[src/rtl/stream_pkg.sv]
// Shared definitions for the stream source and the handshake pipeline node benches.
package stream_pkg;

    localparam int DEF_WIDTH = 32;
    localparam int DEF_CNT_W = 16;

    typedef enum logic [1:0] {
        IDLE = 2'd0,
        RUN  = 2'd1,
        DONE = 2'd2
    } state_t;

endpackage

[src/rtl/stream_source.sv]
// Valid/ready producer: emits start, start+step, ... for a one-shot command,
// holds each beat under backpressure and pulses done_out once the burst is finished.
module stream_source
    import stream_pkg::*;
#(
    parameter int WIDTH = DEF_WIDTH,
    parameter int CNT_W = DEF_CNT_W
) (
    input  logic             clk,
    input  logic             rst,
    input  logic             cmd_valid_in,
    output logic             cmd_ready_out,
    input  logic [WIDTH-1:0] cmd_start_in,
    input  logic [WIDTH-1:0] cmd_step_in,
    input  logic [CNT_W-1:0] cmd_count_in,
    output logic [WIDTH-1:0] data_out,
    output logic             dn_valid_out,
    input  logic             dn_ready_in,
    output logic             last_out,
    output logic             busy_out,
    output logic             done_out
);

    state_t           state;
    state_t           state_nx;
    logic [WIDTH-1:0] step;
    logic [CNT_W-1:0] remaining;
    logic             cmd_fire;
    logic             dn_fire;
    logic             final_beat;

    assign cmd_fire   = cmd_valid_in & cmd_ready_out;
    assign dn_fire    = dn_valid_out & dn_ready_in;
    assign final_beat = (remaining == CNT_W'(1));

    always_ff @(posedge clk or posedge rst) begin
        if (rst) begin
            state <= IDLE;
        end else begin
            state <= state_nx;
        end
    end

    always_comb begin
        state_nx = state;
        case (state)
            IDLE: begin
                if (cmd_fire) begin
                    state_nx = (cmd_count_in == '0) ? DONE : RUN;
                end
            end
            RUN: begin
                if (dn_fire && final_beat) begin
                    state_nx = DONE;
                end
            end
            DONE:    state_nx = IDLE;
            default: state_nx = IDLE;
        endcase
    end

    // Every output decodes registered state only, so nothing is combinational from the inputs.
    always_comb begin
        cmd_ready_out = 1'b0;
        dn_valid_out  = 1'b0;
        last_out      = 1'b0;
        done_out      = 1'b0;
        busy_out      = 1'b1;
        case (state)
            IDLE: begin
                cmd_ready_out = 1'b1;
                busy_out      = 1'b0;
            end
            RUN: begin
                dn_valid_out = 1'b1;
                last_out     = final_beat;
            end
            DONE: begin
                done_out = 1'b1;
            end
            default: begin
                busy_out = 1'b1;
            end
        endcase
    end

    always_ff @(posedge clk or posedge rst) begin
        if (rst) begin
            data_out  <= '0;
            step      <= '0;
            remaining <= '0;
        end else if (cmd_fire) begin
            data_out  <= cmd_start_in;
            step      <= cmd_step_in;
            remaining <= cmd_count_in;
        end else if (dn_fire) begin
            remaining <= remaining - CNT_W'(1);
            // The final beat stays on data_out; only intermediate beats advance.
            if (!final_beat) begin
                data_out <= data_out + step;
            end
        end
    end

endmodule
[config.mk]
export PLATFORM = sky130hd
export DESIGN_NAME = stream_source
export DESIGN_NICKNAME = d
export VERILOG_FILES = /design/src/rtl/stream_pkg.sv /design/src/rtl/stream_source.sv
export SDC_FILE = /design/constraint.sdc
export NUM_CORES = 1
export LEC_CHECK = 0
export BUFFER_PORTS_ARGS = -buffer_cell sky130_fd_sc_hd__buf_4
export CAP_MARGIN = 30
export CORE_MARGIN = 2
export CORE_UTILIZATION = 32
export CTS_CLUSTER_DIAMETER = 30
export DETAILED_ROUTE_END_ITERATION = 10
export SLEW_MARGIN = 10
export SYNTH_ARGS = -nofsm -noshare
export SYNTH_HDL_FRONTEND = slang
export SYNTH_SLANG_ARGS = --single-unit
export TNS_END_PERCENT = 30
[constraint.sdc]
create_clock -name clk -period 2.8 [get_ports clk]
set_input_delay 0.42 -clock clk [delete_from_list [all_inputs] [get_ports clk]]
set_output_delay 0.42 -clock clk [all_outputs]
set_load 0.02 [all_outputs]
==> flow_metrics.tcl, run 1 <==
set metrics [dict create \
    min_period_ns 2.79 \
    yosysSeqAreaShare_pct 39.4 \
    peakVddDrop_v 0.000559 \
    cp-end-kind "flop" \
    dr.pass1.iters 4 \
    syn_avg_cell_area_um2 8.67 \
    critical-path-top-delay-family "compound AO/OA/AOI/OAI gates" \
    grt_max_degree 83 \
    max_cap_viol_count 0 \
    p_leak_nw 3.30 \
    p_sw_mw 4.20 \
    nFillCells 1626 \
    syn_to_final_growth_pct 33.3 \
    pwr-share-seq_pct 24.4 \
    worstPathRequired_ns 3.04 \
    die_h_um 132 \
    worstPathArrival_ns 3.03 \
    total_power_mw 9.35 \
    fp.dieW_um 132 \
    grt_pass1_vias 4956 \
    yosys_warnings 0 \
    synth_top_cell_area_share_pct 39.4 \
    gr-total-overflow 0 \
    worst_pin_slew_ns 0.801 \
    hold_viol_final 0 \
    grt_pass1_wl_mm 24.7 \
    routedWlPerCell_um 15.8 \
    cts_sinks 82 \
    gr-usage-all-layers_pct 17.6 \
    synth_ff_type "dfrtp_1" \
    powerDensity_mw_per_mm2 1350 \
    critPathCapture "data_out[30]" \
    drt-total-wl_mm 15.1 \
    syn_nets 719 \
    layout-drive-gt1-share_pct 26.9 \
    power.internal_mw 5.15 \
    vias_per_cell 5.21 \
    path_class "flop to flop" \
    clk_pin_slew_worst_paths_ns 0.07 \
    cts_buffer_depth 2 \
    hp-class "input pin to async pin" \
    finalInstanceArea_mm2 0.00695 \
    n_antenna_cell 0 \
    synth_commonest_cells "nand2_1 (146), dfrtp_1 (82), a21oi_1 (41)" \
    startpoint_type "flop" \
    h-tree-depth 3 \
    cpMaxStageDelayCell "dfrtp_2" \
    cp_cell_sequence "ha_4 -> fa_2 -> a21o_1 -> a221oi_2 -> a21oi_2 -> o21ai_4 -> o31ai_4 -> a21o_1 -> a41oi_2 -> mux2i_1 -> a221o_1" \
    syn-cell-area_mm2 0.00521 \
    ys_ff_latch 82 \
    layout.nets 851 \
    timing.rr.start "data_out[0]" \
    post_dp_cell_area_mm2 0.00649 \
    seqCellArea_mm2 0.00206 \
    yosys-top-cells-area "dfrtp_1 (39%), nand2_1 (11%), ha_1 (7.9%), a21oi_1 (3.9%), o21ai_0 (3.7%)" \
    die_area_mm2 0.0173 \
    swShare_pct 44.9 \
    r2r_setup_slack_ns 0.008 \
    async_reset_ff_share_pct 100 \
    coreArea_mm2 0.0159 \
    num_vias 4965 \
    std_cell_rows 46 \
    whs_ns 0.137 \
    drtIter0Drc 286 \
    r2r_end "data_out[30]" \
    cts_tree "yes" \
    cts_root_buf "clkbuf_16" \
    dp_hpwl_mm 11.1 \
    cp-startpoint "data_out[0]" \
    gp_congestion 0.827 \
    path_max_fanout 4 \
    antenna_found_initial 0 \
    critPathBufInv 0 \
    cpPeakStageDelay_ns 0.42 \
    yosysMostFrequentCell "nand2_1" \
    clock_latency_ns 0.35 \
    drc 0 \
    min_period_over_period_pct 99.7 \
    setup_viol 0 \
    multi_input_area_mm2 0.00311 \
    combPwrFrac_pct 61.6 \
    start_util_pct 32.8 \
    rsz0062_at_grt "yes" \
    power_frac_clock_pct 14.0 \
    maxSlewHeadroom_pct 46.4 \
    synth_cells 601 \
    drt.antenna.violating_nets 0 \
    cts_buffers 9 \
    yosysTopAreaCell "dfrtp_1" \
    drv_slew 0 \
    num_io_pins 121 \
    status "complete, no violations" \
    cp.depth 11 \
    fin_util_pct 43.7 \
    numPortBuffers 120 \
    synth_edf_count 0 \
    finalClockSkew_ns 0.00988 \
    netlist-cell-type-count 65 \
    reg2reg_depth 11 \
    crit_top_cell "a21o_1" \
    max_freq_mhz 358 \
]
sequential cells by signal, summed over array words and instances (netlist names):
| register | count |
|---|---|
| data_out | 32 |
| step | 32 |
| remaining | 16 |
| state | 2 |
final cells by class:
class,count,share of cell area [%]
repair buffers,148,16.4
flip-flops and latches,82,29.6
clock inverters,2,0.865
inverters,13,0.720
well taps,216,3.89
clock buffers,13,3.75
multi-input cells,479,44.8
worst reg2reg max path: stages (launching register included):
cell and delay (ns):
dfrtp_2 0.42, ha_4 0.17, fa_2 0.36, a21o_1 0.19, a221oi_2 0.31, a21oi_2 0.13, o21ai_4 0.16, o31ai_4 0.11
a21o_1 0.21, a41oi_2 0.22, mux2i_1 0.10, a221o_1 0.29
cells in the final DEF (no fill, tap or decap), drive strengths merged, types with 3 or more instances in the layout:
| cell | netlist | routed |
|---|---|---|
| buf | 7 | 148 |
| nand2 | 146 | 146 |
| dfrtp | 82 | 82 |
| a21oi | 43 | 43 |
| o21ai | 40 | 40 |
| ha | 33 | 33 |
| nor2 | 31 | 31 |
| a22oi | 16 | 16 |
| xor2 | 14 | 14 |
| clkbuf | 20 | 13 |
| xnor2 | 12 | 12 |
| inv | 13 | 12 |
| a21o | 11 | 11 |
| nand3 | 10 | 10 |
| and3 | 9 | 9 |
| o211ai | 9 | 9 |
| a221o | 9 | 9 |
| nor4 | 8 | 8 |
| a31oi | 8 | 8 |
| o311ai | 8 | 8 |
| or3 | 6 | 6 |
| nor3 | 6 | 6 |
| and2 | 5 | 5 |
| a211oi | 5 | 5 |
| nor2b | 4 | 4 |
| o21a | 4 | 4 |
| mux2i | 4 | 4 |
| a221oi | 4 | 4 |
| nand3b | 3 | 3 |
| nand2b | 3 | 3 |
| o21bai | 3 | 3 |
worst min path at each step:
stage                  endpoint  slack, ns  depth (start not counted)
finish              data_out[5]       0.14                          3
global route        data_out[3]       0.21                          3
CTS                     step[8]       0.18                          3
detailed placement     step[12]       0.47                          2
global placement       state[1]       0.45                          1
floorplan              state[1]       0.44                          1
power groups by stage:
stage	combinational (mW)	clock (mW)	sequential (mW)
2_1_floorplan	3.66	0	2.43
3_3_place_gp	5.36	0	2.26
3_5_place_dp	5.46	0	2.28
4_1_cts	5.52	1.34	2.27
5_1_grt	6.39	1.39	2.36
6_report	5.76	1.31	2.28
timing repair:
action | CTS | global route
hold endpoints to repair | 0 | 0
resized for setup | 1 | 19
pin swaps | 1 | 7
hold buffers | 0 | 0
setup buffers | 0 | 5
setup endpoints to repair | 2 | 23
metrics by stage:
step           TNS [ns]  worst slack [ns]  std cells
3_5_place_dp          0            0.0134        933
6_report              0           0.00766        953
4_1_cts               0           0.00276        948
5_1_grt          -0.284           -0.0793        953
3_3_place_gp          0            0.0234        933
2_1_floorplan         0            0.0153        601
logic make-up (layout without fill, tap and decap cells):
logic type               after synthesis  after routing  synth area share, %
AO/OA/AOI/OAI                        175            175                 23.3
buffers and inverters                 40            176                 3.12
XOR/XNOR                              26             26                 4.37
flip-flops                            82             82                 39.4
adder cells (fa/ha/maj)               34             34                 8.31
multiplexers                           4              4                0.769
AND/OR/NAND/NOR                      240            240                 20.8
routing by layer:
layer / wire length, µm / global-route usage [%] / vias to the layer above
li1: - / - / 2433
met1: 6990 / 23.0 / 2376
met2: 7050 / 28.6 / 147
met3: 869 / 4.32 / 9
met4: 148 / 5.62 / 0
met5: 0 / 0 / -
Power figures use the tool's default switching activity.
==> run 2: changes to the inputs <==
--- a/config.mk
+++ b/config.mk
@@ -9,6 +9,7 @@
 export CAP_MARGIN = 30
 export CORE_MARGIN = 2
 export CORE_UTILIZATION = 32
+export CTS_BUF_LIST = sky130_fd_sc_hd__clkbuf_2
 export CTS_CLUSTER_DIAMETER = 30
 export DETAILED_ROUTE_END_ITERATION = 10
 export SLEW_MARGIN = 10
==> flow_metrics.tcl, run 2 (same netlist as run 1, synthesis figures left out) <==
set metrics [dict create \
    dp_hpwl_mm 11.1 \
    cts_buffer_depth 2 \
    globalRoute.busiestLayer "met2" \
    hp-class "input pin to flop" \
    gp_congestion 0.827 \
    std_cell_rows 46 \
    min_period_over_period_pct 99.7 \
    nFillCells 1576 \
    met1_usage_pct 23.6 \
    swShare_pct 47.0 \
    start_util_pct 32.8 \
    grt_max_degree 83 \
    path_class "flop to flop" \
    finalInstanceArea_mm2 0.00736 \
    gr-total-overflow 0 \
    num_io_pins 121 \
    gr-usage-all-layers_pct 18.0 \
    max_cap_viol_count 0 \
    clock_latency_ns 0.62 \
    peakVddDrop_v 0.000567 \
    power_frac_clock_pct 8.0 \
    maxSlewHeadroom_pct 62.6 \
    dr.pass1.iters 5 \
    pwr-share-seq_pct 25.6 \
    crit_top_cell "a21o_1" \
    n_antenna_cell 0 \
    cp_cell_sequence "ha_4 -> fa_2 -> a21o_1 -> a221oi_2 -> a21oi_2 -> o21ai_4 -> o31ai_4 -> a21o_1 -> a41oi_2 -> mux2i_1 -> a221o_1" \
    post_dp_cell_area_mm2 0.00649 \
    critical-path-top-delay-family "compound AO/OA/AOI/OAI gates" \
    dp_slack_ns 0.0134 \
    drt.antenna.violating_nets 0 \
    max_freq_mhz 358 \
    hold_viol_final 0 \
    h-tree-depth 3 \
    layout_commonest_cell "buf_4" \
    timing.final.ws_setup_ns 0.00892 \
    vias_per_cell 5.16 \
    cp.depth 11 \
    clk_pin_slew_worst_paths_ns 0.25 \
    critPathBufInv 0 \
    finalClockSkew_ns 0.0450 \
    powerDensity_mw_per_mm2 1220 \
    cp-end-kind "flop" \
    worstPathArrival_ns 3.34 \
    path_max_fanout 4 \
    worst_pin_slew_ns 0.555 \
    num_vias 5199 \
    grt_pass1_wl_mm 25.5 \
    layout-drive-gt1-share_pct 26.7 \
    worstPathRequired_ns 3.35 \
    drtIter0Drc 286 \
    numPortBuffers 120 \
    status "complete, no violations" \
    grt_pass1_vias 5217 \
    cts_root_buf "clkbuf_2" \
    met2_usage_pct 29.8 \
    p_leak_nw 3.44 \
    p_sw_mw 4.23 \
    power.internal_mw 4.77 \
    cts_tree "yes" \
    reg2reg_depth 11 \
    top_regs "data_out x32, step x32, remaining x16" \
    coreArea_mm2 0.0159 \
    die_area_mm2 0.0173 \
    setup_viol 0 \
    antenna_found_initial 0 \
    routedWlPerCell_um 15.5 \
    die_h_um 132 \
    layout_common_cells "buf_4 (148), nand2_1 (145), dfrtp_1 (77)" \
    startpoint_type "flop" \
    cts_buffers 9 \
    drc 0 \
    combPwrFrac_pct 66.4 \
    rsz0062_at_grt "yes" \
    layout.nets 905 \
    fp.dieW_um 132 \
    drt-total-wl_mm 15.6 \
    syn_to_final_growth_pct 41.3 \
    whs_path_depth 3 \
    min_period_ns 2.79 \
    tns_ns 0 \
    cpMaxStageDelayCell "dfrtp_2" \
    drv_slew 0 \
    cpPeakStageDelay_ns 0.47 \
    cts_sinks 82 \
    gr-usage-met3_pct 3.74 \
]
## run 2: changes by cell type in the layout (fill, tap and decap cells not counted), moves of 3 or more
cell	before	now
clkbuf_16	9	0
ha_4	2	5
ha_1	31	26
clkbuf_2	0	11
dlygate4sd3_1	0	52
## run 2: area by class of cell
class / count / area, µm² / area share, %
Multi-Input combinational cell: 479 / 3190 / 43.3
Sequential cell: 82 / 2060 / 28.0
Timing Repair Buffer: 202 / 1670 / 22.7
Tap cell: 216 / 270 / 3.67
Clock inverter: 4 / 67.6 / 0.918
Clock buffer: 11 / 55.1 / 0.748
Inverter: 13 / 50.0 / 0.680
## run 2: tightest hold or removal path, stage by stage
cell and delay [ns]:
buf_4 0.08, nand2_1 0.04, nand3_1 0.07
## run 2: per-layer routing
| layer | vias to the layer above | wire length [µm] |
|---|---|---|
| li1 | 2544 | - |
| met1 | 2482 | 7250 |
| met2 | 159 | 7340 |
| met3 | 14 | 798 |
| met4 | 0 | 218 |
| met5 | - | 0 |
## run 2: worst paths after layout
kind                                 to       startpoint  slack [ns]
max                        data_out[30]      data_out[0]       0.009
min                        remaining[9]  cmd_count_in[9]        0.03
max reg2reg                data_out[30]      data_out[0]       0.009
min reg2reg                    state[1]         state[1]        0.49
max in group asynchronous   data_out[1]              rst        1.93
min in group asynchronous       step[8]              rst        0.41
## run 2: per-stage QoR
stage          total power [mW]  std cells  hold WS, ns  utilization, %
3_3_place_gp               7.62        933        0.454            40.9
6_report                   9.00       1007       0.0298            46.3
2_1_floorplan              6.09        601        0.440               -
4_1_cts                    8.57       1001      0.00285            45.1
3_5_place_dp               7.74        933        0.473            40.9
5_1_grt                    9.79       1007       0.0122            46.3
## run 2: what timing repair did
item                       4_1_cts  5_1_grt
resized for setup                2       31
pin swaps                        1       12
hold buffers                    52        0
setup buffers                    1        6
hold endpoints to repair       133        0
setup endpoints to repair        2        7
## run 2: power groups by stage
stage / Clock, mW / Combinational, mW / Sequential, mW
global placement: 0 / 5.36 / 2.26
floorplan: 0 / 3.66 / 2.43
global route: 0.786 / 6.62 / 2.38
finish: 0.721 / 5.97 / 2.31
CTS: 0.743 / 5.57 / 2.26
detailed placement: 0 / 5.46 / 2.28
==> run 3: changes to the inputs <==
--- a/config.mk
+++ b/config.mk
@@ -5,7 +5,7 @@
 export SDC_FILE = /design/constraint.sdc
 export NUM_CORES = 1
 export LEC_CHECK = 0
-export BUFFER_PORTS_ARGS = -buffer_cell sky130_fd_sc_hd__buf_4
+export BUFFER_PORTS_ARGS = -buffer_cell sky130_fd_sc_hd__buf_2
 export CAP_MARGIN = 30
 export CORE_MARGIN = 2
 export CORE_UTILIZATION = 32
==> flow_metrics.tcl, run 3 (same netlist as run 1, synthesis figures left out) <==
set metrics [dict create \
    clk_pin_slew_worst_paths_ns 0.25 \
    drt.antenna.violating_nets 0 \
    powerDensity_mw_per_mm2 1220 \
    routedWlPerCell_um 15.0 \
    cp_cell_sequence "ha_4 -> fa_2 -> a21o_1 -> a221oi_4 -> a21oi_2 -> o21ai_4 -> o31ai_4 -> a21o_1 -> a41oi_2 -> mux2i_1 -> a221o_1" \
    coreArea_mm2 0.0159 \
    num_vias 5096 \
    critPathBufInv 0 \
    min_period_ns 2.78 \
    gp_congestion 0.838 \
    grt_max_degree 51 \
    gr-total-overflow 0 \
    rsz0062_at_grt "yes" \
    critical-path-top-delay-family "compound AO/OA/AOI/OAI gates" \
    grt_pass1_wl_mm 24.8 \
    drtIter0Drc 271 \
    path_max_fanout 3 \
    n_antenna_cell 0 \
    gr-usage-all-layers_pct 17.6 \
    cts_tree "yes" \
    drc 0 \
    start_util_pct 32.8 \
    max_freq_mhz 359 \
    cp-end-kind "flop" \
    layout-drive-gt1-share_pct 25.3 \
    timing.final.ws_setup_ns 0.0150 \
    timing.rr.start "data_out[0]" \
    maxSlewHeadroom_pct 58.7 \
    cp.depth 11 \
    cpPeakStageDelay_ns 0.48 \
    hold_viol_final 0 \
    clock_latency_ns 0.59 \
    finalInstanceArea_mm2 0.00694 \
    layout.nets 900 \
    vias_per_cell 5.08 \
    cts_sinks 82 \
    hp-start "cmd_start_in[20]" \
    std_cell_rows 46 \
    antenna_found_initial 0 \
    num_io_pins 121 \
    die_h_um 132 \
    min_period_over_period_pct 99.5 \
    max_cap_viol_count 0 \
    syn_to_final_growth_pct 33.1 \
    cpMaxStageDelayCell "dfrtp_2" \
    dp_hpwl_mm 10.8 \
    reg2reg_depth 11 \
    h-tree-depth 3 \
    cts_buffers 9 \
    status "complete, no violations" \
    fin_util_pct 43.7 \
    worst_pin_slew_ns 0.620 \
    worstPathRequired_ns 3.30 \
    drv_slew 0 \
    cts_root_buf "clkbuf_2" \
    finalClockSkew_ns 0.0316 \
    numPortBuffers 120 \
    peakVddDrop_v 0.000492 \
    hp-class "input pin to flop" \
    whs_ns 0.0685 \
    dr.pass1.iters 5 \
    startpoint_type "flop" \
    total_power_mw 8.50 \
    fp.dieW_um 132 \
    drt-total-wl_mm 15.0 \
    top_regs "data_out x32, step x32, remaining x16" \
    grt_pass1_vias 4978 \
    layout_commonest_cell "nand2_1" \
    cp-startpoint "data_out[0]" \
    dp_slack_ns 0.00871 \
    crit_top_cell "a21o_1" \
    die_area_mm2 0.0173 \
    setup_viol 0 \
    p_leak_nw 3.32 \
    path_class "flop to flop" \
    layout_common_cells "nand2_1 (145), buf_2 (119), dfrtp_1 (79)" \
    cts_buffer_depth 2 \
    post_dp_cell_area_mm2 0.00619 \
    whs_path_depth 3 \
    worstPathArrival_ns 3.28 \
]
-- run 3: cell types whose count changed in the layout (fill, tap and decap cells not counted), moves of 3 or more --
| cell | previous run | this run |
|---|---|---|
| dlygate4sd3_1 | 52 | 48 |
| clkinv_2 | 1 | 5 |
| ha_1 | 26 | 30 |
| buf_4 | 148 | 28 |
| a211oi_2 | 4 | 1 |
| a211oi_1 | 0 | 3 |
| buf_2 | 0 | 119 |
-- run 3: worst paths after layout --
path,slack (ns),end
setup / recovery,0.02,data_out[30]
min in group asynchronous,0.41,step[6]
hold / removal,0.07,data_out[20]
max in group asynchronous,1.71,data_out[31]
setup reg to reg,0.02,data_out[30]
hold reg to reg,0.49,state[1]
-- run 3: through the flow --
stage               TNS (ns)  std cells
global route          -0.393       1003
floorplan                  0        601
CTS                        0        996
global placement           0        933
finish                     0       1003
detailed placement         0        933
-- run 3: layout make-up --
| cell class | count | area [µm²] |
|---|---|---|
| Clock buffer | 10 | 50.0 |
| Timing Repair Buffer | 197 | 1330 |
| Fill cell | 1594 | 8950 |
| Tap cell | 216 | 270 |
| Inverter | 13 | 50.0 |
| Sequential cell | 82 | 2060 |
| Clock inverter | 6 | 57.6 |
| Multi-Input combinational cell | 479 | 3130 |
-- run 3: repair_timing --
item,in CTS,in global routing
hold endpoints to repair,76,3
gates resized for setup,1,19
buffers inserted,2,4
endpoints found under the setup margin,2,9
hold buffers,45,3
pin swaps,2,10
-- run 3: tightest hold or removal path, stage by stage --
cell	delay [ns]
buf_2	0.08
nand2_1	0.07
o21ai_0	0.09
-- run 3: report_power, final --
group	total, mW	switching [mW]	internal [mW]	leakage (nW)
combinational	5.59	3.14	2.45	2.24
clock	0.645	0.441	0.203	0.0715
sequential	2.26	0.494	1.77	1.01
-- run 3: layer usage --
metal | global-route usage (%) | vias up | routed length (µm) | part of all wire [%]
met5 | 0 | - | 0 | 0
met4 | 5.43 | 0 | 278 | 1.9
met3 | 4.09 | 15 | 809 | 5.4
met2 | 28.5 | 138 | 6930 | 46
met1 | 23.2 | 2410 | 7010 | 47
li1 | - | 2533 | - | -
